<file path="config.mk">
export PLATFORM = sky130hd
export DESIGN_NAME = i2s_rx_deser
export DESIGN_NICKNAME = d
export VERILOG_FILES = /design/src/rtl/i2s_rx_deser.sv
export SDC_FILE = /design/constraint.sdc
export NUM_CORES = 1
export LEC_CHECK = 0
export BUFFER_PORTS_ARGS = -buffer_cell sky130_fd_sc_hd__buf_2
export CORE_MARGIN = 4
export CORE_UTILIZATION = 45
export DETAILED_ROUTE_END_ITERATION = 8
export MAX_ROUTING_LAYER = met4
export PLACE_DENSITY = 0.62
export SLEW_MARGIN = 0
export SYNTH_ARGS = -nofsm -noshare
export SYNTH_HDL_FRONTEND = slang
export SYNTH_SLANG_ARGS = --single-unit
</file>
<file path="constraint.sdc">
create_clock -name MCLK -period 6 [get_ports MCLK]
set_input_delay 0.3 -clock MCLK [delete_from_list [all_inputs] [get_ports MCLK]]
set_output_delay 0.3 -clock MCLK [all_outputs]
set_load 0.005 [all_outputs]
</file>
<file path="src/rtl/i2s_rx_deser.sv">
// I2S receive deserialiser: brings the codec's BCLK/LRC/ADC data into the MCLK
// domain, frames left-justified slots, and presents complete stereo pairs
// through a one-entry valid/ready output register.
// Optional feature: define I2S_RX_OVF_COUNT_EN to add the 8-bit saturating
// ovf_count output that counts dropped pairs.
module i2s_rx_deser #(
  parameter int SAMPLE_WIDTH = 24,
  parameter int SLOT_WIDTH   = 32,
  parameter int SYNC_STAGES  = 2
) (
  input  logic                    MCLK,
  input  logic                    RESET,
  input  logic                    AUD_BCLK,
  input  logic                    AUD_LRC,
  input  logic                    AUD_ADC_DATA,
  output logic [SAMPLE_WIDTH-1:0] left_sample,
  output logic [SAMPLE_WIDTH-1:0] right_sample,
  output logic                    out_valid,
  input  logic                    out_ready,
  output logic                    overflow
`ifdef I2S_RX_OVF_COUNT_EN
  ,
  output logic [7:0]              ovf_count
`endif
);

  localparam int CNT_W = (SLOT_WIDTH > 1) ? $clog2(SLOT_WIDTH) : 1;
  localparam logic [CNT_W-1:0] SLOT_LAST   = CNT_W'(SLOT_WIDTH - 1);
  localparam logic [CNT_W-1:0] SAMPLE_LAST = CNT_W'(SAMPLE_WIDTH - 1);

  localparam logic [1:0] ST_WAIT_SYNC = 2'd0;
  localparam logic [1:0] ST_LEFT      = 2'd1;
  localparam logic [1:0] ST_RIGHT     = 2'd2;

  // Synchroniser chain: each stage carries {bclk, lrc, data}
  logic [SYNC_STAGES-1:0][2:0] sync_reg;
  logic                        bclk_prev_reg;
  logic                        bclk_s;
  logic                        lrc_s;
  logic                        data_s;
  logic                        bit_strobe;

  // Capture state
  logic [1:0]              state_reg;
  logic [1:0]              state_next;
  logic                    lrc_prev_reg;
  logic [CNT_W-1:0]        bit_cnt_reg;
  logic [CNT_W-1:0]        bit_idx_next;
  logic [SAMPLE_WIDTH-1:0] shift_reg;
  logic [SAMPLE_WIDTH-1:0] word_next;
  logic [SAMPLE_WIDTH-1:0] left_word_reg;
  logic                    left_valid_reg;
  logic                    lrc_change;
  logic                    advance;
  logic                    word_done;

  // Completed pair handed to the output stage
  logic                    pair_done_reg;
  logic [SAMPLE_WIDTH-1:0] pair_left_reg;
  logic [SAMPLE_WIDTH-1:0] pair_right_reg;
  logic                    handshake;

`ifdef I2S_RX_OVF_COUNT_EN
  logic [7:0] ovf_cnt_reg;
  assign ovf_count = ovf_cnt_reg;
`endif

  assign bclk_s     = sync_reg[SYNC_STAGES-1][2];
  assign lrc_s      = sync_reg[SYNC_STAGES-1][1];
  assign data_s     = sync_reg[SYNC_STAGES-1][0];
  assign bit_strobe = bclk_s & ~bclk_prev_reg;
  assign handshake  = out_valid & out_ready;

  // Resynchronise the codec inputs and keep one extra BCLK flop for edge detection
  always_ff @(posedge MCLK or posedge RESET) begin
    if (RESET) begin
      sync_reg      <= '0;
      bclk_prev_reg <= 1'b0;
    end else begin
      sync_reg[0] <= {AUD_BCLK, AUD_LRC, AUD_ADC_DATA};
      for (int i = 1; i < SYNC_STAGES; i++) begin
        sync_reg[i] <= sync_reg[i-1];
      end
      bclk_prev_reg <= bclk_s;
    end
  end

  // Slot framing: bit index, word assembly and slot state for this strobe
  always_comb begin
    lrc_change   = lrc_s ^ lrc_prev_reg;
    // A saturated counter must not re-trigger capture of the same index
    advance      = lrc_change || (bit_cnt_reg != SLOT_LAST);
    bit_idx_next = bit_cnt_reg;
    if (lrc_change) begin
      bit_idx_next = '0;
    end else if (bit_cnt_reg != SLOT_LAST) begin
      bit_idx_next = bit_cnt_reg + CNT_W'(1);
    end
    word_next = {shift_reg[SAMPLE_WIDTH-2:0], data_s};
    word_done = advance && (bit_idx_next == SAMPLE_LAST);
    state_next = state_reg;
    case (state_reg)
      ST_WAIT_SYNC: if (lrc_change && !lrc_s) state_next = ST_LEFT;
      ST_LEFT:      if (lrc_change &&  lrc_s) state_next = ST_RIGHT;
      ST_RIGHT:     if (lrc_change && !lrc_s) state_next = ST_LEFT;
      default:      state_next = ST_WAIT_SYNC;
    endcase
  end

  // Capture bits on each strobe; latch the left word, then flag a full pair
  always_ff @(posedge MCLK or posedge RESET) begin
    if (RESET) begin
      state_reg      <= ST_WAIT_SYNC;
      lrc_prev_reg   <= 1'b0;
      bit_cnt_reg    <= '0;
      shift_reg      <= '0;
      left_word_reg  <= '0;
      left_valid_reg <= 1'b0;
      pair_done_reg  <= 1'b0;
      pair_left_reg  <= '0;
      pair_right_reg <= '0;
    end else begin
      pair_done_reg <= 1'b0;
      if (bit_strobe) begin
        lrc_prev_reg <= lrc_s;
        bit_cnt_reg  <= bit_idx_next;
        state_reg    <= state_next;
        if (advance && (bit_idx_next <= SAMPLE_LAST)) begin
          shift_reg <= word_next;
        end
        // A new left slot starts a new frame; any stale left word is dropped
        if (lrc_change && (state_next == ST_LEFT)) begin
          left_valid_reg <= 1'b0;
        end
        if (word_done && (state_next == ST_LEFT)) begin
          left_word_reg  <= word_next;
          left_valid_reg <= 1'b1;
        end
        if (word_done && (state_next == ST_RIGHT) && left_valid_reg) begin
          pair_done_reg  <= 1'b1;
          pair_left_reg  <= left_word_reg;
          pair_right_reg <= word_next;
          left_valid_reg <= 1'b0;
        end
      end
    end
  end

  // One-entry output register: load when empty or draining, else drop and flag
  always_ff @(posedge MCLK or posedge RESET) begin
    if (RESET) begin
      left_sample  <= '0;
      right_sample <= '0;
      out_valid    <= 1'b0;
      overflow     <= 1'b0;
`ifdef I2S_RX_OVF_COUNT_EN
      ovf_cnt_reg  <= 8'd0;
`endif
    end else begin
      if (pair_done_reg) begin
        if (!out_valid || handshake) begin
          left_sample  <= pair_left_reg;
          right_sample <= pair_right_reg;
          out_valid    <= 1'b1;
        end else begin
          overflow <= 1'b1;
`ifdef I2S_RX_OVF_COUNT_EN
          if (ovf_cnt_reg != 8'hFF) begin
            ovf_cnt_reg <= ovf_cnt_reg + 8'd1;
          end
`endif
        end
      end else if (handshake) begin
        out_valid <= 1'b0;
      end
    end
  end

endmodule

</file>
==> results.txt, run 1 <==
# diodes - 0
layout cell share with drive strength beyond 1 - 50.7%
pwr/cell area - 318 nW/um2
result of the run - completed
Residual DRC - 0
Synth warnings - 0
DRT antenna net count - 0
CTS Sinks - 162
worst-path cell chain - ha_1, and4_4, mux2_4, or4b_4, mux2_4
Post-CTS Resized - 0
max-slew violation count - 0
worst path arrival time - 3.26 ns
CP Capture Type - flop
CP delay by family, top - simple AND/OR/NAND/NOR gates
area leader, netlist - dfrtp_1
final wirelength - 10.3 mm
Setup Skew - 0.00800 ns
drt first pass iters - 4
Tcrit/Tclk final - 49.3%
CP max stage delay - 0.89 ns
Avg WL per Cell - 16.0 um
hpwl dp - 6.26 mm
GRT Residual Overflow - 0
CP bufs+invs - 0
most frequent cell after synthesis - dfrtp_1
Port Buffers - 55
routability cong. - 0.711
number of synthesized flops with an enable pin - 0
DR vias/cell - 5.09
most used cell, CP - mux2_4
Reg clk slew, reported paths - 0.06 ns
P_leak - 4.07 nW
I/O pins - 56
Seq/Total Area, Yosys - 62.4%
total track usage - 14.3%
slowest stage cell, crit path - or4b_4
Async SR Flop Fraction - 100%
filler instances - 1149
Die ar. - 16400 um2
placed cell area - 6850 um2
slew margin rel. - 21.3%
Skew-Pair Late Insertion Delay - 0.41 ns
Total Power - 2.38 mW
ranking of synthesized cells by area - dfrtp_1 62%, mux2_4 16%, mux2_2 12%
top cell type's share of synthesized area - 62.4%
fmax - 338 MHz
Syn Nets - 398
Setup TNS - 0 ns
Synth Cell Area - 6490 um2
flop-to-flop setup slack - 3.04 ns
die height - 128 um
global-route wire length before repair - 17.9 mm
CP Class - reg -> reg
Nets - 456
die width - 128 um
VDD IR max - 0.186 mV
Mapped Cells - 389
crit path time final - 2.96 ns
vias in the first global route - 3579
Synth Register Bits - 162
startpoint types - flop
MaxCap Viol Count - 0
# H-tree levels - 4
synth cell count leaders - 162 x dfrtp_1, 71 x mux2_2, 69 x mux2_4
Yosys cell types - 38
CTS Root Cell - clkbuf_16
Final Hold Viols - 0
largest net degree at the start of global routing - 110
Core ar. - 14000 um2
post-CTS setup buffers - 0
worst slew pin tran - 1.18 ns
initial antenna violation count - 0
final setup fails - 0
Via Count - 3259
clock tree buffer depth - 2
Synth Flop Type - dfrtp_1
Post-CTS Hold Buffers - 3
critical-path maximum fanout - 50
Crit path required time - 6.30 ns
initial DRC count - 220
initial core utilization - 46.4%
total CTS buffers - 17
unrepaired setup endpoints after global routing - no
num rows - 43
WHS - 0.0968 ns
post-route cell area - 7460 um2
HP Class - in -> async
P&R area growth vs syn - 14.9%
CTS tree - built
syn_area_per_cell - 16.7 um2
## layer usage
metal / part of all wire, % / vias up / track usage (%)
met3: 4.8 / 24 / 4.88
li1: - / 1497 / -
met4: 2.1 / 0 / 5.31
met2: 47 / 78 / 21.5
met1: 46 / 1660 / 18.0
met5: 0 / - / -
## final cells by class
cell class | instances | area (um2) | share of cell area [%]
clock buffers | 24 | 502 | 6.72
well taps | 180 | 225 | 3.02
multi-input cells | 200 | 2260 | 30.3
flip-flops and latches | 162 | 4050 | 54.3
clock inverters | 8 | 75.1 | 1.01
repair buffers | 60 | 320 | 4.29
inverters | 6 | 27.5 | 0.369
## stage by stage
stage	worst slack (ns)	utilization, %	std cells
finish	3.04	53.3	640
global route	2.93	53.3	640
detailed placement	3.09	49.0	605
floorplan	1.32	-	389
global placement	3.19	49.0	605
CTS	3.08	53.3	640
## report_power, final
part           switching [mW]  internal [mW]  leakage, nW
combinational          0.0564         0.0630         1.56
sequential             0.0690           1.15         2.22
clock                   0.410          0.625        0.286
total                   0.535           1.84         4.07
## cell families (layout without fill, tap and decap cells)
group	Yosys count	after routing	synth area share, %
muxes	144	144	29.0
DFF	162	162	62.4
and+or+nand+nor	33	33	3.03
buffers and inverters	27	98	2.89
adders and majority gates	3	3	0.578
AOI/OAI and AO/OA	19	19	1.97
xor gates and xnor gates	1	1	0.135
## placed cells by master, fill, tap and decap left out, types with 4 or more instances in the layout
master | Yosys | routed
buf_2 | 3 | 55
clkbuf_16 | 0 | 17
clkbuf_8 | 0 | 5
clkinv_2 | 0 | 4
dfrtp_1 | 162 | 162
inv_1 | 6 | 5
mux2_1 | 4 | 4
mux2_2 | 71 | 71
mux2_4 | 69 | 69
nand2_1 | 12 | 11
o21ai_0 | 4 | 4
## path summary, 6_finish.rpt
check | cells past startpoint | start | end
max in group asynchronous | 3 | RESET | left_word_reg[14]
hold / removal | 2 | RESET | right_sample[7]
hold reg to reg | 0 | sync_reg[0] | data_s
setup / recovery | 5 | bit_cnt_reg[0] | pair_left_reg[7]
setup reg to reg | 5 | bit_cnt_reg[0] | pair_left_reg[7]
min in group MCLK | 3 | out_ready | out_valid
Note: power is estimated with default switching activity, not from simulation.
==> run 2, diff against run 1 <==
--- a/config.mk
+++ b/config.mk
@@ -5,6 +5,7 @@
 export SDC_FILE = /design/constraint.sdc
 export NUM_CORES = 1
 export LEC_CHECK = 0
+export ABC_AREA = 1
 export BUFFER_PORTS_ARGS = -buffer_cell sky130_fd_sc_hd__buf_2
 export CORE_MARGIN = 4
 export CORE_UTILIZATION = 45
==> constraint.sdc (replaced) <==
create_clock -name MCLK -period 3 [get_ports MCLK]
set_input_delay 0.15 -clock MCLK [delete_from_list [all_inputs] [get_ports MCLK]]
set_output_delay 0.15 -clock MCLK [all_outputs]
set_load 0.005 [all_outputs]
==> run 2 against run 1 <==
- critical path depth rose by 5
- worst setup slack worse by 2.2 ns
- clock power is 120% higher
- final area is 2.4% lower
- non-clock buffer count increased by 6
- clock skew barely moved
- first-iteration DRC count increased by 19%
- fmax rose by 38%
- die area is 4.4% lower
- via count rose by 24%
- register-to-register slack got worse by 2.2 ns
- core utilization increased by 1.2 points
==> results.txt, run 2 <==
Async SR Flop Fraction - 100% (unchanged)
total track usage - 15.4% (+1.1 points)
crit path time final - 2.15 ns (-0.810 ns)
CTS Root Cell - clkbuf_16
global-route wire length before repair - 19.2 mm (+7.2%)
flop-to-flop setup slack - 0.85 ns (-2.19 ns)
largest net degree at the start of global routing - 99 (-10%)
unrepaired setup endpoints after global routing - no
layout cell share with drive strength beyond 1 - 16.1% (-35 points)
synth cell count leaders - 169 x nand2_1, 162 x dfrtp_1, 130 x o21ai_0
GRT Residual Overflow - 0 (unchanged)
final setup fails - 0 (unchanged)
DRT antenna net count - 0 (unchanged)
Die ar. - 15700 um2 (-4.4%)
most common cell after layout, fill and taps aside - nand2_1
ranking of synthesized cells by area - dfrtp_1 65%, o21ai_0 11%, nand2_1 10%
hold path startpoint - out_ready
Skew-Pair Late Insertion Delay - 0.42 ns (about the same)
DR vias/cell - 4.65 (-8.8%)
CP bufs+invs - 1 (+1)
worst slew pin tran - 0.751 ns (-0.426 ns)
worst setup path start - bit_cnt_reg[0]
reg2reg path depth - 10 (+5)
Synth Flop Type - dfrtp_1
critical-path maximum fanout - 98 (+96%)
Nets - 692 (+52%)
area leader, netlist - dfrtp_1
post-CTS setup buffers - 0 (unchanged)
Setup TNS - 0 ns (unchanged)
WHS - 0.0442 ns (-0.0527 ns)
initial DRC count - 262 (+19%)
fmax - 465 MHz (+38%)
MaxCap Viol Count - 0 (unchanged)
VDD IR max - 0.339 mV (+82%)
Synth Register Bits - 162 (unchanged)
clock tree buffer depth - 2 (unchanged)
HP Class - in -> reg
die width - 125 um (-2.2%)
Synth warnings - 0 (unchanged)
Setup Skew - 0.00830 ns (+0.000298 ns)
worst path arrival time - 2.44 ns (-0.82 ns)
startpoint types - flop
Finished Layout Cells - 872 (+36%)
most frequent cell after synthesis - nand2_1
worst r2r dst - left_valid_reg
routability cong. - 0.736 (+3.4%)
P_leak - 3.50 nW (-14%)
initial core utilization - 46.4% (about the same)
Core ar. - 13300 um2 (-4.6%)
Avg WL per Cell - 12.3 um (-23%)
I/O pins - 56 (unchanged)
fin util - 54.6% (+1.2 points)
Mapped Cells - 628 (+61%)
Via Count - 4051 (+24%)
initial antenna violation count - 0 (unchanged)
Seq/Total Area, Yosys - 65.5% (+3.1 points)
CP Class - reg -> reg
die height - 125 um (-2.2%)
Tcrit/Tclk final - 71.7% (+22 points)
num rows - 42 (-2.3%)
register area - 4050 um2 (unchanged)
CTS tree - built
CP Capture Type - flop
# diodes - 0 (unchanged)
vias in the first global route - 3970 (+11%)
P&R area growth vs syn - 17.7%
hpwl dp - 7.02 mm (+12%)
Port Buffers - 55 (unchanged)
Syn Nets - 637 (+60%)
Final Hold Viols - 0 (unchanged)
Post-CTS Resized - 0 (unchanged)
top cell type's share of synthesized area - 65.5% (+3.1 points)
Crit path required time - 3.28 ns (-3.02 ns)
Reg clk slew, reported paths - 0.06 ns (about the same)
CP delay by family, top - simple AND/OR/NAND/NOR gates
R2R Path Start - bit_cnt_reg[0]
drt first pass iters - 5 (+1)
slowest stage cell, crit path - dfrtp_1
Post-CTS Hold Buffers - 4 (+1)
CTS Sinks - 162 (unchanged)
most frequent cells in the layout - 168 x nand2_1, 162 x dfrtp_1, 130 x o21ai_0
number of synthesized flops with an enable pin - 0 (unchanged)
placed cell count - 836 (+38%)
Hold Path Sink - out_valid
max-slew violation count - 0 (unchanged)
# H-tree levels - 4 (unchanged)
Residual DRC - 0 (unchanged)
CP max stage delay - 0.43 ns (-0.46 ns)
worst-path cell chain - ha_1, nand4_1, nand3_1, nor2_2, nand3_4, nor2_8, buf_12, nor2_1, nand2_1, nand2_1
syn_area_per_cell - 9.86 um2 (-41%)
Synth Cell Area - 6190 um2 (-4.7%)
pwr/cell area - 654 nW/um2 (+110%)
hold path depth - 4
most used cell, CP - nand2_1
filler instances - 1148 (-0.087%)
result of the run - completed
Yosys cell types - 26 (-32%)
slew margin rel. - 49.9% (+29 points)
total CTS buffers - 17 (unchanged)
final wirelength - 10.7 mm (+4.8%)
Multi-input gate area - 1660 um2 (-26%)
run 2: changes by cell type after synthesis, moves of 8 or more:
cell | before | now
inv_1 | 6 | 85
mux2_4 | 69 | 0
clkbuf_1 | 7 | 15
o21ai_2 | 0 | 10
mux2_2 | 71 | 0
nand2_1 | 12 | 169
o21ai_1 | 1 | 9
o21ai_0 | 4 | 130
run 2: tightest hold or removal path, delay by kind of cell:
family                 cells  cell delay [ns]
and+or+nand+nor            2             0.16
buffers and inverters      2             0.11
run 2: kinds of logic after synthesis:
group / Yosys count / synth area share [%]
and+or+nand+nor: 195 / 13.1
DFF: 162 / 65.5
AOI/OAI and AO/OA: 153 / 13.1
buffers and inverters: 115 / 7.70
adders and majority gates: 3 / 0.606
run 2: how the worst max path moves through the flow:
stage	to	depth (start not counted)
3_5_place_dp	left_valid_reg	10
5_1_grt	pair_left_reg[6]	9
4_1_cts	left_valid_reg	10
6_report	left_valid_reg	10
3_3_place_gp	left_valid_reg	10
2_1_floorplan	bclk_prev_reg	1
run 2: where the power goes:
group / total, mW / switching, mW / internal [mW]
clock network: 2.24 / 0.807 / 1.43
registers: 2.31 / 0.0608 / 2.25
logic: 0.215 / 0.148 / 0.0674
run 2: final cells by class:
cell class / instances / area share (%)
clock inverters: 10 / 2.15
inverters: 85 / 4.43
repair buffers: 66 / 5.57
multi-input cells: 351 / 22.8
flip-flops and latches: 162 / 55.7
well taps: 176 / 3.02
clock buffers: 22 / 6.37
run 2: per-stage QoR:
step                      power, mW  setup slack (ns)  area, um2
after floorplan                2.50             0.793       6190
after global placement         2.55              1.03       6620
after detailed placement       2.57             0.936       6620
after CTS                      4.82             0.904       7280
after global routing           4.96             0.677       7280
final                          4.77             0.849       7280
run 2: routing by layer:
metal,share of wire (%),vias up,global-route usage (%)
li1,-,2087,-
met1,55,1860,23.4
met2,39,87,19.4
met3,4.3,17,4.18
met4,2.0,0,6.06
met5,0,-,-
